### src/rtl/trinity_pkg.sv
// Shared constants for the trinity tile: core bus layout, op modes and arbiter FSM states.
package trinity_pkg;

    localparam int unsigned BUS_VALID_BIT = 7;
    localparam int unsigned BUS_EXEC_BIT  = 2;
    localparam int unsigned BUS_MODE_LSB  = 0;

    localparam logic [1:0] MODE_ADD  = 2'd0;
    localparam logic [1:0] MODE_MUL3 = 2'd1;
    localparam logic [1:0] MODE_XOR  = 2'd2;
    localparam logic [1:0] MODE_NOP  = 2'd3;

    localparam logic [7:0] BUS_IDLE = 8'h00;

    typedef enum logic [1:0] {
        ST_IDLE    = 2'd0,
        ST_ISSUE   = 2'd1,
        ST_CAPTURE = 2'd2,
        ST_RESPOND = 2'd3
    } arb_state_e;

endpackage

### src/rtl/trinity_rr_pick.sv
// Combinational round-robin picker: first asserted request at or after ptr_i, wrapping at NUM_REQ.
module trinity_rr_pick #(
    parameter int unsigned NUM_REQ = 4,
    parameter int unsigned ID_W    = 2
) (
    input  logic [NUM_REQ-1:0] req_i,
    input  logic [ID_W-1:0]    ptr_i,
    output logic [NUM_REQ-1:0] gnt_o,
    output logic [ID_W-1:0]    idx_o,
    output logic               any_o
);

    int unsigned j;

    always_comb begin
        gnt_o = '0;
        idx_o = '0;
        any_o = 1'b0;
        j     = 0;
        for (int unsigned k = 0; k < NUM_REQ; k++) begin
            j = 32'(ptr_i) + k;
            if (j >= NUM_REQ) j = j - NUM_REQ;
            for (int unsigned i = 0; i < NUM_REQ; i++) begin
                if (!any_o && (i == j) && req_i[i]) begin
                    any_o    = 1'b1;
                    gnt_o[i] = 1'b1;
                    idx_o    = ID_W'(i);
                end
            end
        end
    end

endmodule

### src/rtl/trinity_bus_arbiter.sv
// Round-robin arbiter sharing one trinity_core between NUM_REQ requesters.
// Define TRINITY_ARB_PRIO_EN to give requester 0 strict priority over the round-robin group.
module trinity_bus_arbiter
    import trinity_pkg::*;
#(
    parameter int unsigned NUM_REQ = 4,
    parameter int unsigned ID_W    = 2
) (
    input  logic                   sys_clk,
    input  logic                   sys_rst_n,
    input  logic [NUM_REQ-1:0]     req_valid,
    output logic [NUM_REQ-1:0]     req_ready,
    input  logic [2*NUM_REQ-1:0]   req_mode,
    input  logic [8*NUM_REQ-1:0]   req_data,
    output logic [7:0]             core_bus,
    output logic [7:0]             core_data,
    input  logic [7:0]             core_dout,
    output logic                   rsp_valid,
    input  logic                   rsp_ready,
    output logic [ID_W-1:0]        rsp_id,
    output logic [7:0]             rsp_data
);

    arb_state_e state_q, state_d;

    logic [ID_W-1:0] rr_ptr_q, id_q;
    logic [7:0]      core_bus_q, core_data_q, rsp_data_q;
    logic [ID_W-1:0] rsp_id_q;
    logic            rsp_valid_q;

    logic [NUM_REQ-1:0] pick_req, pick_gnt, win_gnt;
    logic [ID_W-1:0]    pick_idx, win_idx, next_ptr;
    logic               pick_any, win_any, ptr_adv;
    logic [1:0]         sel_mode;
    logic [7:0]         sel_data, exec_word;

`ifdef TRINITY_ARB_PRIO_EN
    assign pick_req = req_valid & ~NUM_REQ'(1);
`else
    assign pick_req = req_valid;
`endif

    trinity_rr_pick #(
        .NUM_REQ (NUM_REQ),
        .ID_W    (ID_W)
    ) u_pick (
        .req_i (pick_req),
        .ptr_i (rr_ptr_q),
        .gnt_o (pick_gnt),
        .idx_o (pick_idx),
        .any_o (pick_any)
    );

    always_comb begin
        win_gnt = pick_gnt;
        win_idx = pick_idx;
        win_any = pick_any;
        ptr_adv = 1'b1;
`ifdef TRINITY_ARB_PRIO_EN
        // A priority win leaves the round-robin pointer where it was.
        if (req_valid[0]) begin
            win_gnt = NUM_REQ'(1);
            win_idx = '0;
            win_any = 1'b1;
            ptr_adv = 1'b0;
        end
`endif
    end

    always_comb begin
        sel_mode = '0;
        sel_data = '0;
        for (int unsigned i = 0; i < NUM_REQ; i++) begin
            if (win_idx == ID_W'(i)) begin
                sel_mode = req_mode[2*i +: 2];
                sel_data = req_data[8*i +: 8];
            end
        end
        exec_word                      = BUS_IDLE;
        exec_word[BUS_VALID_BIT]       = 1'b1;
        exec_word[BUS_EXEC_BIT]        = 1'b1;
        exec_word[BUS_MODE_LSB +: 2]   = sel_mode;
        next_ptr = (win_idx == ID_W'(NUM_REQ - 1)) ? '0 : win_idx + 1'b1;
    end

    always_ff @(posedge sys_clk or negedge sys_rst_n) begin
        if (!sys_rst_n) state_q <= ST_IDLE;
        else            state_q <= state_d;
    end

    always_comb begin
        state_d = state_q;
        case (state_q)
            ST_IDLE:    if (win_any) state_d = ST_ISSUE;
            ST_ISSUE:   state_d = ST_CAPTURE;
            ST_CAPTURE: state_d = ST_RESPOND;
            ST_RESPOND: if (rsp_ready) state_d = ST_IDLE;
            default:    state_d = ST_IDLE;
        endcase
    end

    always_comb begin
        req_ready = (state_q == ST_IDLE) ? win_gnt : '0;
    end

    always_ff @(posedge sys_clk or negedge sys_rst_n) begin
        if (!sys_rst_n) begin
            rr_ptr_q    <= '0;
            id_q        <= '0;
            core_bus_q  <= BUS_IDLE;
            core_data_q <= '0;
            rsp_valid_q <= 1'b0;
            rsp_id_q    <= '0;
            rsp_data_q  <= '0;
        end else begin
            case (state_q)
                ST_IDLE: begin
                    if (win_any) begin
                        id_q        <= win_idx;
                        core_bus_q  <= exec_word;
                        core_data_q <= sel_data;
                        if (ptr_adv) rr_ptr_q <= next_ptr;
                    end
                end
                ST_ISSUE: core_bus_q <= BUS_IDLE;
                ST_CAPTURE: begin
                    rsp_data_q  <= core_dout;
                    rsp_id_q    <= id_q;
                    rsp_valid_q <= 1'b1;
                end
                ST_RESPOND: if (rsp_ready) rsp_valid_q <= 1'b0;
                default: ;
            endcase
        end
    end

    assign core_bus  = core_bus_q;
    assign core_data = core_data_q;
    assign rsp_valid = rsp_valid_q;
    assign rsp_id    = rsp_id_q;
    assign rsp_data  = rsp_data_q;

endmodule

### config.mk
export PLATFORM = sky130hd
export DESIGN_NAME = trinity_bus_arbiter
export DESIGN_NICKNAME = d
export VERILOG_FILES = /design/src/rtl/trinity_pkg.sv /design/src/rtl/trinity_rr_pick.sv /design/src/rtl/trinity_bus_arbiter.sv
export SDC_FILE = /design/constraint.sdc
export NUM_CORES = 1
export LEC_CHECK = 0
export CORE_ASPECT_RATIO = 0.7
export CORE_MARGIN = 1
export CORE_UTILIZATION = 40
export DETAILED_ROUTE_END_ITERATION = 10
export PLACE_DENSITY = 0.76
export RECOVER_POWER = 100
export SYNTH_ARGS = -nofsm -noshare
export SYNTH_HDL_FRONTEND = slang
export SYNTH_SLANG_ARGS = --single-unit
### constraint.sdc
create_clock -name sys_clk -period 3.6 [get_ports sys_clk]
set_input_delay 0.72 -clock sys_clk [delete_from_list [all_inputs] [get_ports sys_clk]]
set_output_delay 0.72 -clock sys_clk [all_outputs]
set_load 0.05 [all_outputs]
=== After elaboration in Yosys (flattened, before gate mapping) ===
Cells that the tools add are included.

* Add/sub/neg operators: 8
* Order comparisons: 4
* Eq/ne operators: 20
* Multiplexer cells: 67
* Reductions and logical operators: 58

{| class="wikitable"
|+ Operators with widths
! cell !! number
|-
| 2-bit by 32-bit == test with 1-bit output, first input constant || 8
|-
| 1-bit by 32-bit == test with 1-bit output, first input constant || 4
|-
| 32-bit logical NOT || 4
|-
| 32-bit 2-to-1 mux || 4
|-
| 32-bit by 3-bit greater-or-equal comparator with 1-bit output, second input constant || 3
|-
| 32-bit by 3-bit subtractor with 32-bit output, second input constant || 3
|-
| 2-bit 2-to-1 mux || 21
|-
| 8-bit 2-to-1 mux || 5
|-
| 1-bit 2-to-1 mux || 33
|-
| 1-bit logical AND || 31
|-
| 8-bit case mux with 2 select lines || 1
|-
| 1-bit logical NOT || 15
|-
| 2-bit == test, second input constant || 4
|-
| 2-bit case mux with 4 select lines || 1
|-
| 2-bit AND reduction || 4
|-
| 2-bit by 2-bit adder with 3-bit output, second input constant || 2
|-
| 2-bit by 1-bit == test with 1-bit output, second input constant || 2
|-
| 2-bit logical NOT || 2
|-
| 4-bit 2-to-1 mux || 1
|-
| 2-bit inequality test, second input constant || 2
|-
| 2-bit nonzero test || 2
|-
| 2-bit by 3-bit subtractor with 4-bit output, second input constant || 1
|-
| 2-bit by 1-bit adder with 3-bit output, second input constant || 1
|-
| 2-bit by 3-bit greater-or-equal comparator with 1-bit output, second input constant || 1
|-
| 2 further kinds || 2
|}

* Bits in registers: 33
* Bits of input ports: 55
* Output and inout bits: 31
* Logic and storage cells: 165

=== Longest topological paths before layout ===
* Depth after elaboration: 72
* Depth in mapped cells: 12
* Depth with buffers taken out: 9

=== By module ===
A second synthesis with hierarchy kept.

* Cell total of the unflattened synthesis: 193
* Area, all modules: 1835.5 um^2

{| class="wikitable"
|+ By module, submodules not included
! module !! instances !! cells an instance !! area each (um^2) !! sequential area each (um^2)
|-
| trinity_bus_arbiter || 1 || 164 || 1639.1 || 700.7
|-
| trinity_rr_pick || 1 || 29 || 196.4 || 0.0
|}

=== Worst setup path after synthesis ===
No wires, ideal clock.

* Path kind: input to register
* From: input req_valid[0]
* To: register core_bus_q[1], in the netlist core_bus[1]
* Setup time: 0.118 ns
* Arrival time: 2.786 ns
* Required time: 3.482 ns
* Path slack: 0.696 ns
* Stages on the path: 10
* Path buffers: 2
* Cells stage by stage: clkbuf_1 and3_1 or3_1 inv_1 ha_1 clkbuf_1 and3b_1 a2111oi_0 nor4_1 a21o_1

* Cells in the longest elaborated chain, start to end: 69
* Elaborated cells between the ends (all ways): 89
* Those cells by class: 4 x eq/ne; 37 x mux; 48 x reduce/logical

{| class="wikitable"
|+ RTL lines
! item !! RTL line !! source
|-
| from (decl) || trinity_bus_arbiter.sv:11 || <nowiki>input logic [NUM_REQ-1:0] req_valid,</nowiki>
|-
| 1-bit logical AND || trinity_rr_pick.sv:24 || <nowiki>if (!any_o && (i == j) && req_i[i]) begin</nowiki>
|-
| 1-bit 2-to-1 mux || trinity_rr_pick.sv:24 ||
|-
| 1-bit logical NOT || trinity_rr_pick.sv:24 ||
|-
| 1-bit logical AND (2 in series) || trinity_rr_pick.sv:24 ||
|-
| 1-bit 2-to-1 mux || trinity_rr_pick.sv:24 ||
|-
| 1-bit logical NOT || trinity_rr_pick.sv:24 ||
|-
| 1-bit logical AND (2 in series) || trinity_rr_pick.sv:24 ||
|-
| 1-bit 2-to-1 mux || trinity_rr_pick.sv:24 ||
|-
| [49 not listed] || - ||
|-
| 1-bit logical AND (2 in series) || trinity_rr_pick.sv:24 ||
|-
| 2-bit 2-to-1 mux (*) || trinity_rr_pick.sv:24 ||
|-
| net pick_idx[0] || trinity_bus_arbiter.sv:32 || <nowiki>logic [ID_W-1:0] pick_idx, win_idx, next_ptr;</nowiki>
|-
| 2-bit logical NOT || trinity_bus_arbiter.sv:74 || <nowiki>if (win_idx == ID_W'(i)) begin</nowiki>
|-
| 2-bit 2-to-1 mux (3 in series) || trinity_bus_arbiter.sv:74 ||
|-
| 2-bit 2-to-1 mux (*) || trinity_bus_arbiter.sv:74 ||
|-
| 8-bit 2-to-1 mux (*) || trinity_bus_arbiter.sv:118 || <nowiki>if (win_any) begin</nowiki>
|-
| 8-bit case mux with 2 select lines (*) || trinity_bus_arbiter.sv:116 || <nowiki>case (state_q)</nowiki>
|-
| to (signal assigned) || trinity_bus_arbiter.sv:120 || <nowiki>core_bus_q <= exec_word;</nowiki>
|-
| to (decl) || trinity_bus_arbiter.sv:27 || <nowiki>logic [7:0] core_bus_q, core_data_q, rsp_data_q;</nowiki>
|}

The timed path passes the listed nets; every way through them passes the cells marked *. The select of a mux whose other input is x is not followed.
A chain may end at the register's enable or synchronous reset.

=== Worst setup path after layout ===
* From: input req_valid[3]
* To: output req_ready[2]

* Cells in the longest elaborated chain, start to end: 47
* Elaborated cells between the ends (all ways): 49
* Those cells by class: 15 x mux; 34 x reduce/logical

{| class="wikitable"
|+ RTL lines
! item !! RTL line !! source
|-
| 1-bit logical AND || trinity_rr_pick.sv:24 ||
|-
| 1-bit 2-to-1 mux || trinity_rr_pick.sv:24 ||
|-
| 1-bit logical NOT || trinity_rr_pick.sv:24 ||
|-
| 1-bit logical AND (2 in series) || trinity_rr_pick.sv:24 ||
|-
| 1-bit 2-to-1 mux || trinity_rr_pick.sv:24 ||
|-
| 1-bit logical NOT || trinity_rr_pick.sv:24 ||
|-
| 1-bit logical AND (2 in series) || trinity_rr_pick.sv:24 ||
|-
| 1-bit 2-to-1 mux || trinity_rr_pick.sv:24 ||
|-
| [27 not listed] || - ||
|-
| 1-bit 2-to-1 mux || trinity_rr_pick.sv:24 ||
|-
| 1-bit logical NOT || trinity_rr_pick.sv:24 ||
|-
| 1-bit logical AND (2 in series) || trinity_rr_pick.sv:24 ||
|-
| 1-bit 2-to-1 mux || trinity_rr_pick.sv:24 ||
|-
| 1-bit logical NOT || trinity_rr_pick.sv:24 ||
|-
| 1-bit logical AND (2 in series) || trinity_rr_pick.sv:24 ||
|-
| 1-bit 2-to-1 mux (*) || trinity_rr_pick.sv:24 ||
|-
| 4-bit 2-to-1 mux (*) || trinity_bus_arbiter.sv:103 || <nowiki>req_ready = (state_q == ST_IDLE) ? win_gnt : '0;</nowiki>
|-
| to (decl) || trinity_bus_arbiter.sv:12 || <nowiki>output logic [NUM_REQ-1:0] req_ready,</nowiki>
|}

Every way passes the cells marked *; elsewhere a longest branch is shown, timed or not.

==> out/results.ini <==
[die]
rows=19
die_x_um=81.4
die_area_mm2=0.00468
core_mm2=0.00407
dieHeight_um=57.6
num_io_pins=86
start_util_pct=43.4

[sta]
tns_ps=0
hold_viol=0
worstMarginPinSlew_ps=1460
fmax_mhz=295
timing.final.crit_share_pct=94.2
fin_crit_ps=3390
worst_hold_slack_ps=477
worst_slack_ps=209
skew_ps=5.82
drv_slew=0
rsz0062_at_grt=false
setup_viol=0
max_slew_margin_pct=2.37

[clock_tree]
postCtsHoldBufs=0
root_buffer=clkbuf_8
clk_latency_ps=270
post-cts-setup-buffers=0
ctsResizeCount=0
clk_path_buf_depth=2
cts_buffers=3
clk_pin_slew_ps=90
cts.sinks=28
htree_num_levels=1
cts_tree=done

[setup_path]
endpoint_kind=output port
worstPathRequired_ps=2880
path_class=primary input to output port
cp-start-kind=primary input
crit_fanout=10
arrival_ps=2670
r2r_cells=9

[layout]
fin_nets=335
layout-drive-gt1-share_pct=6.30
post-route-util_pct=63.3
layout-area-overhead-vs-synth_pct=45.8
multi_input_area_um2=886
antenna_cells=0
seq_area_um2=701
postLayoutCellArea_mm2=0.00257
final_cells=322
fillCellCount=357

[detailed_routing]
vias=1659
detail_route.iter0.violations=110
drc=0
dr.pass1.iters=4
drt-wirelength-per-cell_um=13.1
viasPerCell=5.15
ant_nets=0
routed_wl_um=4210

[synthesis]
seq_area_frac_synth_pct=39.7
async_reset_ff_share_pct=100
syn_inst=201
yosys.area.top_type=dfrtp_1
synthTopCellsByArea=dfrtp_1 40%, a21oi_1 8.8%, mux2_2 6.4%, ha_1 5.7%, o21ai_0 4.5%
syn-cell-area_mm2=0.00176
synth-warning-count=0
synth_edf_count=0
avgSynthCellArea_um2=8.78
synth_top_area_share_pct=39.7
synth_flop_cell=dfrtp_1
ys_ff_latch=28
ys_types=37

[global_routing]
grt_usage_pct=18.8
overflow=0
grt_pass1_wl_um=6780
antenna_found_initial=0
grt_max_degree=29
grt_pass1_vias=1475

[job]
max_cap_viol_count=0

[placed_design]
postPlaceCellArea_mm2=0.00254
hpwl_um=3270
preCtsSetupSlack_ps=290
place_inst=319
numPortBuffers=81
gp_congestion=0.815

[pwr]
switchingPower_mw=1.15
power_frac_clock_pct=7.4
p_comb_share_pct=66.7
power_density_mw_per_mm2=864
p_sw_share_pct=51.7
p_leak_nw=1.13
pwr-share-seq_pct=25.9
p_int_mw=1.07
ir_drop_mv=0.622
total_power_mw=2.22

[min_path]
hold_path.class=flip-flop to flip-flop
holdPathStages=1

[status]
outcome=finished clean

## worst paths after layout
path                         startpoint            to  slack, ps
setup / recovery           req_valid[3]  req_ready[2]        210
hold / removal              core_bus[0]   core_bus[0]        480
setup reg to reg            rr_ptr_q[1]   core_bus[0]        970
hold reg to reg             core_bus[0]   core_bus[0]        480
max in group asynchronous     sys_rst_n     rsp_id[0]       1430
min in group asynchronous     sys_rst_n    state_q[0]       1320
## flip-flops by register name (all words and copies together), names as in the netlist
name and flops:
core_data 8, rsp_data 8, core_bus 3, id_q 2, rr_ptr_q 2, rsp_id 2, state_q 2, rsp_valid 1
## metal layers
| layer | up-vias | GRT usage, % | routed length, µm |
|---|---|---|---|
| li1 | 828 | - | - |
| met5 | - | 0 | 0 |
| met4 | 0 | 3.06 | 18 |
| met2 | 78 | 27.4 | 1700 |
| met3 | 2 | 5.28 | 425 |
| met1 | 751 | 28.0 | 2060 |
## critical path: stages
cell	delay, ps
dlygate4sd3_1	660
nor2_1	140
a21oi_1	60
o22ai_1	110
and3_2	190
clkdlybuf4s50_1	790
## power by group through the flow
stage	clock network (mW)	registers, mW	logic, mW
final	0.165	0.576	1.48
after global routing	0.180	0.596	1.60
after CTS	0.170	0.584	1.54
after detailed placement	0	0.590	1.54
after global placement	0	0.582	1.52
after floorplan	0	0.977	0.706
## kinds of logic (layout without fill, tap and decap cells)
| group | after synthesis | after routing | synth area share, % |
|---|---|---|---|
| mux | 12 | 12 | 7.52 |
| compound gates | 68 | 68 | 22.8 |
| flops | 28 | 28 | 39.7 |
| other cells | 1 | 4 | 0.213 |
| buf+inv | 36 | 102 | 10.4 |
| fa+ha+maj | 8 | 8 | 5.67 |
| simple gates | 48 | 48 | 13.8 |
## synthesized netlist by cell type (2+ instances only)
master     count
ha_1           8
nand2_1       14
clkbuf_1      10
a2111oi_0      2
a21o_1         2
o22ai_1        3
and3b_1        2
buf_6          2
and3_1         2
a21oi_1       31
dfrtp_1       28
mux2i_1        2
or2b_1         2
nor4_1         3
a22oi_1        8
inv_1         15
nand2b_1       4
mux2_2        10
nor2_1        15
buf_2          2
buf_4          5
o21ai_0       16
## area by class of cell
class | instances | share of cell area, %
Multi-Input combinational cell | 140 | 34.4
Timing Repair Buffer | 84 | 32.0
Clock buffer | 3 | 1.61
Sequential cell | 28 | 27.2
Inverter | 15 | 2.19
Tap cell | 52 | 2.53
## placed cells by master, fill, tap and decap left out, types with 4 or more instances in the layout
master,count
nor2_1,15
clkdlybuf4s50_1,52
ha_1,8
dfrtp_1,28
nand2b_1,4
a22oi_1,8
mux2_2,10
conb_1,4
a21oi_1,31
inv_1,15
dlygate4sd3_1,28
nand2_1,14
o21ai_0,16
Power figures use the tool's default switching activity.
